### config.mk
export PLATFORM = sky130hd
export DESIGN_NAME = pc_trap_ctrl_flat
export DESIGN_NICKNAME = d
export VERILOG_FILES = /design/src/rtl/pc_trap_ctrl_if.sv /design/src/rtl/pc_trap_ctrl.sv /design/src/flat_wrapper.sv
export SDC_FILE = /design/constraint.sdc
export NUM_CORES = 1
export LEC_CHECK = 0
export CORE_ASPECT_RATIO = 1.1
export CORE_UTILIZATION = 42
export CTS_CLUSTER_SIZE = 30
export DETAILED_ROUTE_END_ITERATION = 12
export GPL_ROUTABILITY_DRIVEN = 0
export PLACE_DENSITY = 0.82
export SYNTH_ARGS = -nofsm -noshare
export SYNTH_HDL_FRONTEND = slang
export SYNTH_SLANG_ARGS = --single-unit
### constraint.sdc
create_clock -name clk -period 2.32 [get_ports clk]
set_input_delay 0.232 -clock clk [delete_from_list [all_inputs] [get_ports clk]]
set_output_delay 0.232 -clock clk [all_outputs]
set_load 0.1 [all_outputs]
### src/rtl/pc_trap_ctrl_if.sv
// CPU-side bus of the PC/trap controller: next-PC in, PC-source select and trap strobes out.
// dbg_irq_pend exposes the pending-interrupt latch for checkers.
interface pc_trap_ctrl_if;
  logic        pc_en;
  logic [31:0] pc_next;
  logic [2:0]  pc_src_dec;
  logic        undef_inst;
  logic        irq_in;
  logic [31:0] pc;
  logic [2:0]  pc_src;
  logic        kernel;
  logic        inst_kill;
  logic        epc_wr;
  logic [31:0] epc_data;
  logic        irq_ack;
  logic        dbg_irq_pend;

  // master: datapath/decoder side driving the controller; slave: the controller itself.
  modport master (
    output pc_en, pc_next, pc_src_dec, undef_inst, irq_in,
    input  pc, pc_src, kernel, inst_kill, epc_wr, epc_data, irq_ack, dbg_irq_pend
  );

  modport slave (
    input  pc_en, pc_next, pc_src_dec, undef_inst, irq_in,
    output pc, pc_src, kernel, inst_kill, epc_wr, epc_data, irq_ack, dbg_irq_pend
  );
endinterface

### src/rtl/pc_trap_ctrl.sv
// PC register plus interrupt/undefined-instruction trap arbitration for the single-cycle CPU.
// Optional macro PC_TRAP_IRQ_SYNC_EN adds a 2-flop synchroniser on irq_in before edge detection.
module pc_trap_ctrl #(
  parameter logic [31:0] RESET_PC = 32'h8000_0000,
  parameter int unsigned HOLDOFF  = 1
) (
  input  logic          clk,
  input  logic          reset,
  pc_trap_ctrl_if.slave bus
);

  localparam int unsigned   HW         = (HOLDOFF < 2) ? 1 : $clog2(HOLDOFF + 1);
  localparam logic [HW-1:0] HOLDOFF_LD = HW'(HOLDOFF);
  localparam logic [HW-1:0] HOLD_ONE   = HW'(1);
  localparam logic [2:0]    SRC_IRQ    = 3'b100;
  localparam logic [2:0]    SRC_EXC    = 3'b101;

  typedef enum logic [1:0] {
    TRAP_NONE = 2'd0,
    TRAP_EXC  = 2'd1,
    TRAP_IRQ  = 2'd2
  } trap_e;

  logic [31:0] r_pc;
  logic        r_irq_pend;
  logic [HW-1:0] r_holdoff;
  logic        r_irq_prev;
  logic        r_irq_ack;

  logic        w_irq_seen;
  logic        w_irq_edge;
  logic        w_kernel;
  logic        w_take_irq;
  trap_e       w_trap;
  logic [31:0] w_pc_plus4;
  logic [2:0]  w_pc_src;
  logic        w_kill;
  logic        w_epc_wr;
  logic [31:0] w_epc_data;

`ifdef PC_TRAP_IRQ_SYNC_EN
  logic r_sync1;
  logic r_sync2;

  always_ff @(posedge clk or posedge reset) begin
    if (reset) begin
      r_sync1 <= 1'b0;
      r_sync2 <= 1'b0;
    end else begin
      r_sync1 <= bus.irq_in;
      r_sync2 <= r_sync1;
    end
  end

  assign w_irq_seen = r_sync2;
`else
  assign w_irq_seen = bus.irq_in;
`endif

  assign w_kernel   = r_pc[31];
  assign w_pc_plus4 = r_pc + 32'd4;
  assign w_irq_edge = w_irq_seen & ~r_irq_prev;

  // Exception outranks interrupt; nothing traps while already in kernel space.
  always_comb begin
    w_trap = TRAP_NONE;
    if (!w_kernel) begin
      if (bus.undef_inst) begin
        w_trap = TRAP_EXC;
      end else if (r_irq_pend && (r_holdoff == '0)) begin
        w_trap = TRAP_IRQ;
      end
    end
  end

  always_comb begin
    w_pc_src   = bus.pc_src_dec;
    w_kill     = 1'b0;
    w_epc_wr   = 1'b0;
    w_epc_data = 32'd0;
    case (w_trap)
      TRAP_EXC: begin
        w_pc_src   = SRC_EXC;
        w_kill     = 1'b1;
        w_epc_wr   = bus.pc_en;
        w_epc_data = w_pc_plus4;
      end
      TRAP_IRQ: begin
        w_pc_src   = SRC_IRQ;
        w_kill     = 1'b1;
        w_epc_wr   = bus.pc_en;
        w_epc_data = r_pc;
      end
      default: begin
      end
    endcase
  end

  assign w_take_irq = (w_trap == TRAP_IRQ) && bus.pc_en;

  always_ff @(posedge clk or posedge reset) begin
    if (reset) begin
      r_pc <= RESET_PC;
    end else if (bus.pc_en) begin
      r_pc <= bus.pc_next & 32'hFFFF_FFFC;
    end
  end

  // Edge detection runs during stalls too, so an IRQ arriving under pc_en = 0 is not lost.
  always_ff @(posedge clk or posedge reset) begin
    if (reset) begin
      r_irq_prev <= 1'b0;
      r_irq_pend <= 1'b0;
    end else begin
      r_irq_prev <= w_irq_seen;
      if (w_take_irq) begin
        r_irq_pend <= 1'b0;
      end else if (w_irq_edge) begin
        r_irq_pend <= 1'b1;
      end
    end
  end

  always_ff @(posedge clk or posedge reset) begin
    if (reset) begin
      r_holdoff <= HOLDOFF_LD;
    end else if (w_kernel) begin
      r_holdoff <= HOLDOFF_LD;
    end else if (bus.pc_en && (r_holdoff != '0)) begin
      r_holdoff <= r_holdoff - HOLD_ONE;
    end
  end

  // Acknowledge lands in the same cycle the PC shows the IRQ vector.
  always_ff @(posedge clk or posedge reset) begin
    if (reset) begin
      r_irq_ack <= 1'b0;
    end else begin
      r_irq_ack <= w_take_irq;
    end
  end

  assign bus.pc           = r_pc;
  assign bus.pc_src       = w_pc_src;
  assign bus.kernel       = w_kernel;
  assign bus.inst_kill    = w_kill;
  assign bus.epc_wr       = w_epc_wr;
  assign bus.epc_data     = w_epc_data;
  assign bus.irq_ack      = r_irq_ack;
  assign bus.dbg_irq_pend = r_irq_pend;

endmodule

### src/flat_wrapper.sv
// flat-port wrapper written by rule: the top's interface ports become plain ports
module pc_trap_ctrl_flat 
#(
  parameter logic [31:0] RESET_PC = 32'h8000_0000,
  parameter int unsigned HOLDOFF  = 1
)
  (clk, reset, bus_pc_en, bus_pc_next, bus_pc_src_dec, bus_undef_inst, bus_irq_in, bus_pc, bus_pc_src, bus_kernel, bus_inst_kill, bus_epc_wr, bus_epc_data, bus_irq_ack, bus_dbg_irq_pend);
  pc_trap_ctrl_if bus_i ();
  input  logic clk;
  input  logic reset;
  input wire logic [$bits(bus_i.pc_en)-1:0] bus_pc_en;
  input wire logic [$bits(bus_i.pc_next)-1:0] bus_pc_next;
  input wire logic [$bits(bus_i.pc_src_dec)-1:0] bus_pc_src_dec;
  input wire logic [$bits(bus_i.undef_inst)-1:0] bus_undef_inst;
  input wire logic [$bits(bus_i.irq_in)-1:0] bus_irq_in;
  output wire logic [$bits(bus_i.pc)-1:0] bus_pc;
  output wire logic [$bits(bus_i.pc_src)-1:0] bus_pc_src;
  output wire logic [$bits(bus_i.kernel)-1:0] bus_kernel;
  output wire logic [$bits(bus_i.inst_kill)-1:0] bus_inst_kill;
  output wire logic [$bits(bus_i.epc_wr)-1:0] bus_epc_wr;
  output wire logic [$bits(bus_i.epc_data)-1:0] bus_epc_data;
  output wire logic [$bits(bus_i.irq_ack)-1:0] bus_irq_ack;
  output wire logic [$bits(bus_i.dbg_irq_pend)-1:0] bus_dbg_irq_pend;
  assign bus_i.pc_en = bus_pc_en;
  assign bus_i.pc_next = bus_pc_next;
  assign bus_i.pc_src_dec = bus_pc_src_dec;
  assign bus_i.undef_inst = bus_undef_inst;
  assign bus_i.irq_in = bus_irq_in;
  assign bus_pc = bus_i.pc;
  assign bus_pc_src = bus_i.pc_src;
  assign bus_kernel = bus_i.kernel;
  assign bus_inst_kill = bus_i.inst_kill;
  assign bus_epc_wr = bus_i.epc_wr;
  assign bus_epc_data = bus_i.epc_data;
  assign bus_irq_ack = bus_i.irq_ack;
  assign bus_dbg_irq_pend = bus_i.dbg_irq_pend;
  pc_trap_ctrl #(.RESET_PC(RESET_PC), .HOLDOFF(HOLDOFF)) u_core (.clk(clk), .reset(reset), .bus(bus_i));
endmodule
After elaboration in Yosys (flattened, before gate mapping)
Index checks and enable logic that the tools add are counted.
{"block": "word_totals", "register_bits": 34, "out_inout_bits": 72}
{"block": "op_classes", "n_mux": 11, "n_bitwise": 3, "n_eq_ne": 2, "addsub": 2, "reduce_logical": 6}
{"cell": "$pmux W32 S2", "count": 1}
{"cell": "$add A32 B3 Y32 const B", "count": 1}
{"cell": "$mux W1", "count": 6}
{"cell": "$mux W2", "count": 3}
{"cell": "$pmux W3 S2", "count": 1}
{"cell": "$reduce_bool A2 Y1", "count": 2}
{"cell": "$logic_and A1 B1 Y1", "count": 3}
{"cell": "$eq A2 B1 Y1 const B", "count": 1}
{"cell": "$eq A2 B2 Y1 const B", "count": 1}
{"cell": "$not A1 Y1", "count": 2}
{"cell": "$reduce_or A2 Y1", "count": 1}
{"cell": "$and A1 B1 Y1", "count": 1}
{"cell": "$sub A1 B1 Y1 const B", "count": 1}

Logic depth before layout (Yosys ltp)
Gate-level depths: netlist of run 1.
{"block": "depth", "word_depth": 8, "depth_mapped": 7, "ltp_nobuf": 5}

Worst setup path before layout of run 1
No wires, ideal clock.
{"block": "synth_path", "path_kind": "register to output", "startpoint": "reg u_core.r_pc[2] (netlist: u_core.bus.pc[2])", "endpoint": "out bus_epc_data[14]", "arrival_time_ns": 3.950, "path_stages_with_launch": 6, "path_buffers": 0, "path_slack_ns": -1.862, "t_required_ns": 2.088, "cell_sequence": "dfrtp_1 ha_1 nand3_1 nor2_1 nand4_1 o21ai_0"}
{"block": "synth_between", "elab_chain_cells": 2}
{"item": "start, declared", "line_no": "pc_trap_ctrl.sv:24", "rtl": "logic [31:0] r_pc;"}
{"item": "start signal, assigned", "line_no": "pc_trap_ctrl.sv:105", "rtl": "r_pc <= bus.pc_next & 32'hFFFF_FFFC;"}
{"item": "$add A32 B3 Y32", "line_no": "pc_trap_ctrl.sv:61", "rtl": "assign w_pc_plus4 = r_pc + 32'd4;"}
{"item": "$pmux W32 S2", "line_no": "pc_trap_ctrl.sv:81", "rtl": "case (w_trap)"}
{"item": "end, declared", "line_no": "flat_wrapper.sv:21", "rtl": "output wire logic [$bits(bus_i.epc_data)-1:0] bus_epc_data;"}
No other way between the ends.

Final worst setup path of run 1
{"block": "layout_path", "startpoint": "reg u_core.r_pc[6] (netlist: u_core.bus.pc[6])", "endpoint": "out bus_epc_data[15]"}
Same word-level chain as after synthesis.

==> results of run 1 <==
[worst max-delay path, delay by kind of cell, from the launching register on]
kind | cells | cell delay, ns
flip-flops | 1 | 0.41
AND/OR/NAND/NOR | 2 | 0.66
AO/OA/AOI/OAI | 2 | 0.37
buffers and inverters | 2 | 0.38
[cell usage in the layout (no fill, tap or decap), types with 4 or more instances in the layout]
cell / synthesis / layout
a31oi_1: 12 / 6
o21ai_1: 2 / 6
clkdlybuf4s50_1: 0 / 37
a31oi_4: 0 / 6
inv_1: 6 / 6
and4_4: 0 / 6
a22o_2: 0 / 4
dfrtp_2: 0 / 14
nand2_1: 31 / 26
dfrtp_4: 0 / 15
clkbuf_8: 0 / 6
buf_4: 9 / 56
nand4_1: 13 / 13
mux2_2: 28 / 28
nand2_2: 0 / 5
nor3_1: 8 / 7
o21ai_2: 0 / 6
buf_12: 0 / 38
nor2_1: 10 / 9
nand3_1: 13 / 10
conb_1: 1 / 4
a21oi_1: 9 / 6
o21ai_0: 22 / 10
[timing repair]
action	in CTS	in global routing
endpoints found under the setup margin	16	15
gates resized for setup	15	17
pin swaps	0	7
buffers inserted	5	9
[per-stage QoR]
step / hold slack (ns) / setup slack (ns) / power [uW]
after floorplan: 0.2634 / -0.1804 / 2002
after global placement: 0.5280 / 0.1585 / 2491
after detailed placement: 0.5416 / 0.1204 / 2519
after CTS: 0.3499 / 0.01245 / 3016
after global routing: 0.4100 / -0.06778 / 3148
final: 0.3389 / -0.01225 / 3045
[power by group through the flow]
| stage | combinational (uW) | sequential (uW) | clock, uW |
|---|---|---|---|
| 6_report | 1780 | 797 | 470 |
| 4_1_cts | 1740 | 795 | 485 |
| 2_1_floorplan | 827 | 1180 | 0 |
| 3_3_place_gp | 1680 | 806 | 0 |
| 5_1_grt | 1830 | 808 | 506 |
| 3_5_place_dp | 1710 | 810 | 0 |
[logic make-up after synthesis]
group           Yosys count  share of synthesized area (%)
other cells               1                         0.1574
mux                      28                          13.24
simple gates            105                          24.42
compound gates           69                          18.28
flops                    34                          35.82
buf+inv                  37                          7.563
fa+ha+maj                 1                         0.5251
[sequential cells by signal, indices dropped and copies added (netlist names)]
register and cells:
u_core.r_holdoff 1, u_core.bus.dbg_irq_pend 1, u_core.bus.pc 30, u_core.r_irq_prev 1, u_core.bus.irq_ack 1
[cell type report]
cell class,instances,area share (%)
Sequential cell,34,21.17
Timing Repair Buffer,132,35.53
Tap cell,75,2.134
Clock buffer,6,1.878
Multi-Input combinational cell,207,38.49
Clock inverter,2,0.2845
Inverter,6,0.5121
[metal layers]
metal  up-vias  track usage, %
met5         -               0
met4         0           8.846
met3        22           5.087
met2       144           52.02
met1      1354           31.80
li1       1249               -
[path summary, 6_finish.rpt]
| kind | from | endpoint | cells past startpoint |
|---|---|---|---|
| max | u_core.bus.pc[6] | bus_epc_data[15] | 6 |
| max in group asynchronous | reset | u_core.bus.pc[3] | 3 |
| min | reset | u_core.r_irq_prev | 3 |
| min in group clk | bus_irq_in | u_core.r_irq_prev | 1 |
| max reg2reg | u_core.bus.pc[31] | u_core.bus.dbg_irq_pend | 4 |
| min reg2reg | u_core.r_holdoff | u_core.r_holdoff | 1 |
==> reports/results.txt, run 1 <==
Power Density - 692.3 mW/mm^2
Metal-1 WL - 3172 um
Sw Pwr - 1570 uW
Sequential Power Share - 26.2%
post-synthesis register bit count - 34
layout cell share with drive strength beyond 1 - 56.33%
Placed Cells - 440
Post-synth EDFFs - 0
vias in the first global route - 2638
H-tree depth reported by CTS - 2
crit-path max FO - 11
failing checks - setup timing
core area - 0.005430 sq mm
initial antenna violation count - 0
Routed Antenna Nets - 0
First-pass DRT Iterations - 5
Switching Fraction - 51.56%
Mapped Cells - 275
# setup viols final - 1
Synth area leader - dfrtp_1
Worst-path clk slew - 0.07 ns
worst skew pair latency - 0.29 ns
DR vias - 2769
top layer in use - met4
Storage cell area - 930.9 sq um
cell area after synthesis - 0.002382 sq mm
worst path arrival time - 2.10 ns
Max VDD drop - 434.8 uV
Starting Density - 43.87%
non-filler cells, final - 462
DRT iter0 DRCs - 284
Fin. Hold Viols - 0
Critical Path End Type - output pin
Synth warnings - 0
utilization after layout - 80.99%
routed wire length per instance - 18.14 um
Crit Path Category - reg2out
Max-cap violations - 0
required time of the critical path - 2.09 ns
CTS Buf Count - 5
Distinct cells, synth - 42
total track usage - 27.90%
first-pass GRT wire length - 12730 um
Comb power frac - 58.4%
Internal - 1475 uW
Clock Skew - 0.0004829 ns
LEAKAGE - 0.001725 uW
largest net degree at the start of global routing - 35
hold_buf cts - 0
Post-Route WL - 8379 um
Synth top cells by count - dfrtp_1 (32), nand2_1 (31), mux2_2 (28), o21ai_0 (22), clkbuf_1 (16)
DIE AREA - 0.005978 sq mm
clock network power share - 15.4%
post-layout min period - 2.332 ns
clk buf depth - 2
outcome - finished with violations
Final nets - 427
I/O Buffers - 105
setup tns final - -0.01225 ns
Period Utilization, post-route - 100.5%
FMAX - 428.8 MHz
TritonCTS clock tree - done
HPWL after DPL - 5671 um
Detail Route met2 WL - 4499 um
DP Area - 0.004126 sq mm
crit start category - flop
setup ws final - -0.01225 ns
DR vias/cell - 5.994
RSZ-0062 raised after global routing - true
Die Wd - 73.81 um
Multi-input gate area - 0.001693 sq mm
Slew Limit Fails - 0
Main synth FF type - dfrtp_1
Syn Area/Cell - 8.663 sq um
gr ovfl total - 0
sequential area share after synthesis - 35.82%
CP peak stage delay - 0.41 ns
Worst Hold Class - in2async
diode count - 0
DRC - 0
Die Y - 80.99 um
Synth area leaders - dfrtp_1 (34%), mux2_2 (13%), nand2_1 (4.9%)
clock sink count - 34
most common cell in the netlist - dfrtp_1
reg2reg setup slack - 0.71 ns
num ports - 112
fill count - 322
post-synth top area share - 33.61%
Rows - 28
Slowest cell on crit path - dfrtp_4
clock root cell - clkbuf_8
Layout area overhead - 84.61%
Met3 Wirelength - 545 um
ys async rst share - 100.0%
fin area - 0.004398 sq mm
crit-path cells - buf_4, nand4_1, nor4_1, a21oi_1, a31oi_4, buf_12
(Power assumes the default switching activity.)
==> run 2: changes to the inputs <==
--- a/config.mk
+++ b/config.mk
@@ -14,3 +14,4 @@
 export SYNTH_ARGS = -nofsm -noshare
 export SYNTH_HDL_FRONTEND = slang
 export SYNTH_SLANG_ARGS = --single-unit
+export TNS_END_PERCENT = 30
==> run 2 against run 1 <==
  * The run now ends clean
  * Die area did not move
  * Final cell count fell by 0.22%
  * Sequential power barely moved
  * Worst hold slack improved by 0.0042 ns
==> reports/results.txt, run 2 (synthesized netlist as in run 1, its figures left out) <==
layout cell share with drive strength beyond 1 - 51.30% (was 56.33%)
vias in the first global route - 2423 (was 2638)
clock root cell - clkbuf_8 (unchanged)
total track usage - 25.27% (was 27.90%)
Critical Path End Type - output pin (unchanged)
LEAKAGE - 0.001720 uW (was 0.001725 uW)
Post-Route WL - 7827 um (was 8379 um)
Power Density - 711.2 mW/mm^2 (was 692.3 mW/mm^2)
DRT iter0 DRCs - 162 (was 284)
DIE AREA - 0.005978 sq mm (unchanged)
DR vias - 2686 (was 2769)
most frequent cells in the layout - buf_4 (56), clkdlybuf4s50_1 (37), buf_12 (37) (was buf_4 (56), buf_12 (38), clkdlybuf4s50_1 (37))
initial antenna violation count - 0 (unchanged)
RSZ-0062 raised after global routing - true (unchanged)
diode count - 0 (unchanged)
Die Y - 80.99 um (unchanged)
Fin. Hold Viols - 0 (unchanged)
Period Utilization, post-route - 98.83% (was 100.5%)
top layer in use - met4 (unchanged)
clk buf depth - 2 (unchanged)
Crit Path Category - reg2out (unchanged)
num ports - 112 (unchanged)
# setup viols final - 0 (was 1)
First-pass DRT Iterations - 5 (unchanged)
Routed Antenna Nets - 0 (unchanged)
post-layout min period - 2.293 ns (was 2.332 ns)
HPWL after DPL - 5418 um (was 5671 um)
Max-cap violations - 0 (unchanged)
most common cell after layout, fill and taps aside - buf_4 (unchanged)
worst skew pair latency - 0.29 ns (about the same)
non-filler cells, final - 461 (was 462)
FMAX - 436.1 MHz (was 428.8 MHz)
Die Wd - 73.81 um (unchanged)
crit start category - flop (unchanged)
end of the worst register-to-register path - u_core.bus.dbg_irq_pend (unchanged)
Rows - 28 (unchanged)
reg2reg setup slack - 0.76 ns (was 0.71 ns)
largest net degree at the start of global routing - 35 (unchanged)
R2R cell count - 4 (unchanged)
utilization after layout - 78.89% (was 80.99%)
CTS Buf Count - 5 (unchanged)
DRC - 0 (unchanged)
Worst Hold Class - in2async (unchanged)
Layout area overhead - 79.83% (was 84.61%)
gr ovfl total - 0 (unchanged)
Starting Density - 43.87% (unchanged)
clock sink count - 34 (unchanged)
DR vias/cell - 5.826 (was 5.994)
Final nets - 426 (was 427)
H-tree depth reported by CTS - 2 (unchanged)
required time of the critical path - 2.09 ns (about the same)
Slew Limit Fails - 0 (unchanged)
Detail Route met2 WL - 4253 um (was 4499 um)
first-pass GRT wire length - 11460 um (was 12730 um)
Worst-path clk slew - 0.08 ns (was 0.07 ns)
crit-path max FO - 8 (was 11)
I/O Buffers - 105 (unchanged)
Met3 Wirelength - 450 um (was 545 um)
TritonCTS clock tree - done (unchanged)
routed wire length per instance - 16.98 um (was 18.14 um)
max reg flops - 30 (unchanged)
fill count - 357 (was 322)
Max VDD drop - 459.8 uV (was 434.8 uV)
start of the worst register-to-register path - u_core.bus.pc[31] (unchanged)
Placed Cells - 442 (was 440)
Clock Skew - 0.01129 ns (was 0.0004829 ns)
Metal-1 WL - 2999 um (was 3172 um)
core area - 0.005430 sq mm (unchanged)
worst path arrival time - 2.06 ns (was 2.10 ns)
outcome - finished, final reports clean (was finished with violations)
==> run 2: cell count changes in the layout (fill, tap and decap cells not counted), sizes merged <==
cell      delta
clkinvlp     -1
clkinv       -1
buf          -1
clkbuf       +2
==> run 2: cell type report <==
class,count,area [sq um],share of cell area (%)
well taps,75,93.84,2.190
inverters,6,22.52,0.5257
clock buffers,8,110.1,2.570
multi-input cells,207,1592,37.15
repair buffers,131,1543,36.01
flip-flops and latches,34,923.4,21.55
==> run 2: worst max-delay path, cell delays in order (launching register included) <==
cell,delay [ns]
dfrtp_4,0.48
ha_4,0.16
nand3_1,0.16
buf_4,0.21
nor3_2,0.21
o21ai_0,0.11
a22o_1,0.27
buf_12,0.17
==> run 2: per-stage QoR <==
step | TNS, ns | total power [uW] | setup WS [ns] | instance area (sq um) | hold WS, ns
floorplan | -1.963 | 1981 | -0.2009 | 2700 | 0.2634
global placement | 0 | 2463 | 0.1668 | 4045 | 0.5303
detailed placement | 0 | 2485 | 0.1210 | 4045 | 0.5393
CTS | -0.04439 | 3019 | -0.02907 | 4172 | 0.3567
global route | -0.1149 | 3137 | -0.02674 | 4284 | 0.3943
finish | 0 | 3047 | 0.02719 | 4284 | 0.3432
==> run 2: worst max path at each step <==
stage / end / startpoint / cells past startpoint
after detailed placement: bus_epc_data[17] / bus_undef_inst / 6
after floorplan: bus_epc_data[26] / u_core.bus.pc[31] / 6
final: bus_epc_data[12] / u_core.bus.pc[3] / 7
after global routing: bus_epc_data[7] / u_core.bus.pc[31] / 6
after CTS: bus_epc_data[22] / u_core.bus.pc[2] / 6
after global placement: bus_epc_data[10] / bus_undef_inst / 6
==> run 2: layer usage <==
metal | vias to the layer above | global-route usage (%)
met3 | 12 | 4.963
li1 | 1254 | -
met2 | 127 | 46.61
met1 | 1293 | 28.79
met4 | 0 | 8.462
met5 | - | 0
==> run 2: what timing repair did <==
item / 4_1_cts / 5_1_grt
resized for setup: 10 / 9
pin swaps: 2 / 6
setup buffers: 0 / 11
hold buffers: 0 / 0
setup endpoints to repair: 12 / 18
==> run 2: power by group <==
group,leakage [uW],internal [uW],switching [uW]
logic,0.00129,540,1190
registers,0.000369,675,121
clock network,0.0000575,300,224
total,0.00172,1510,1530
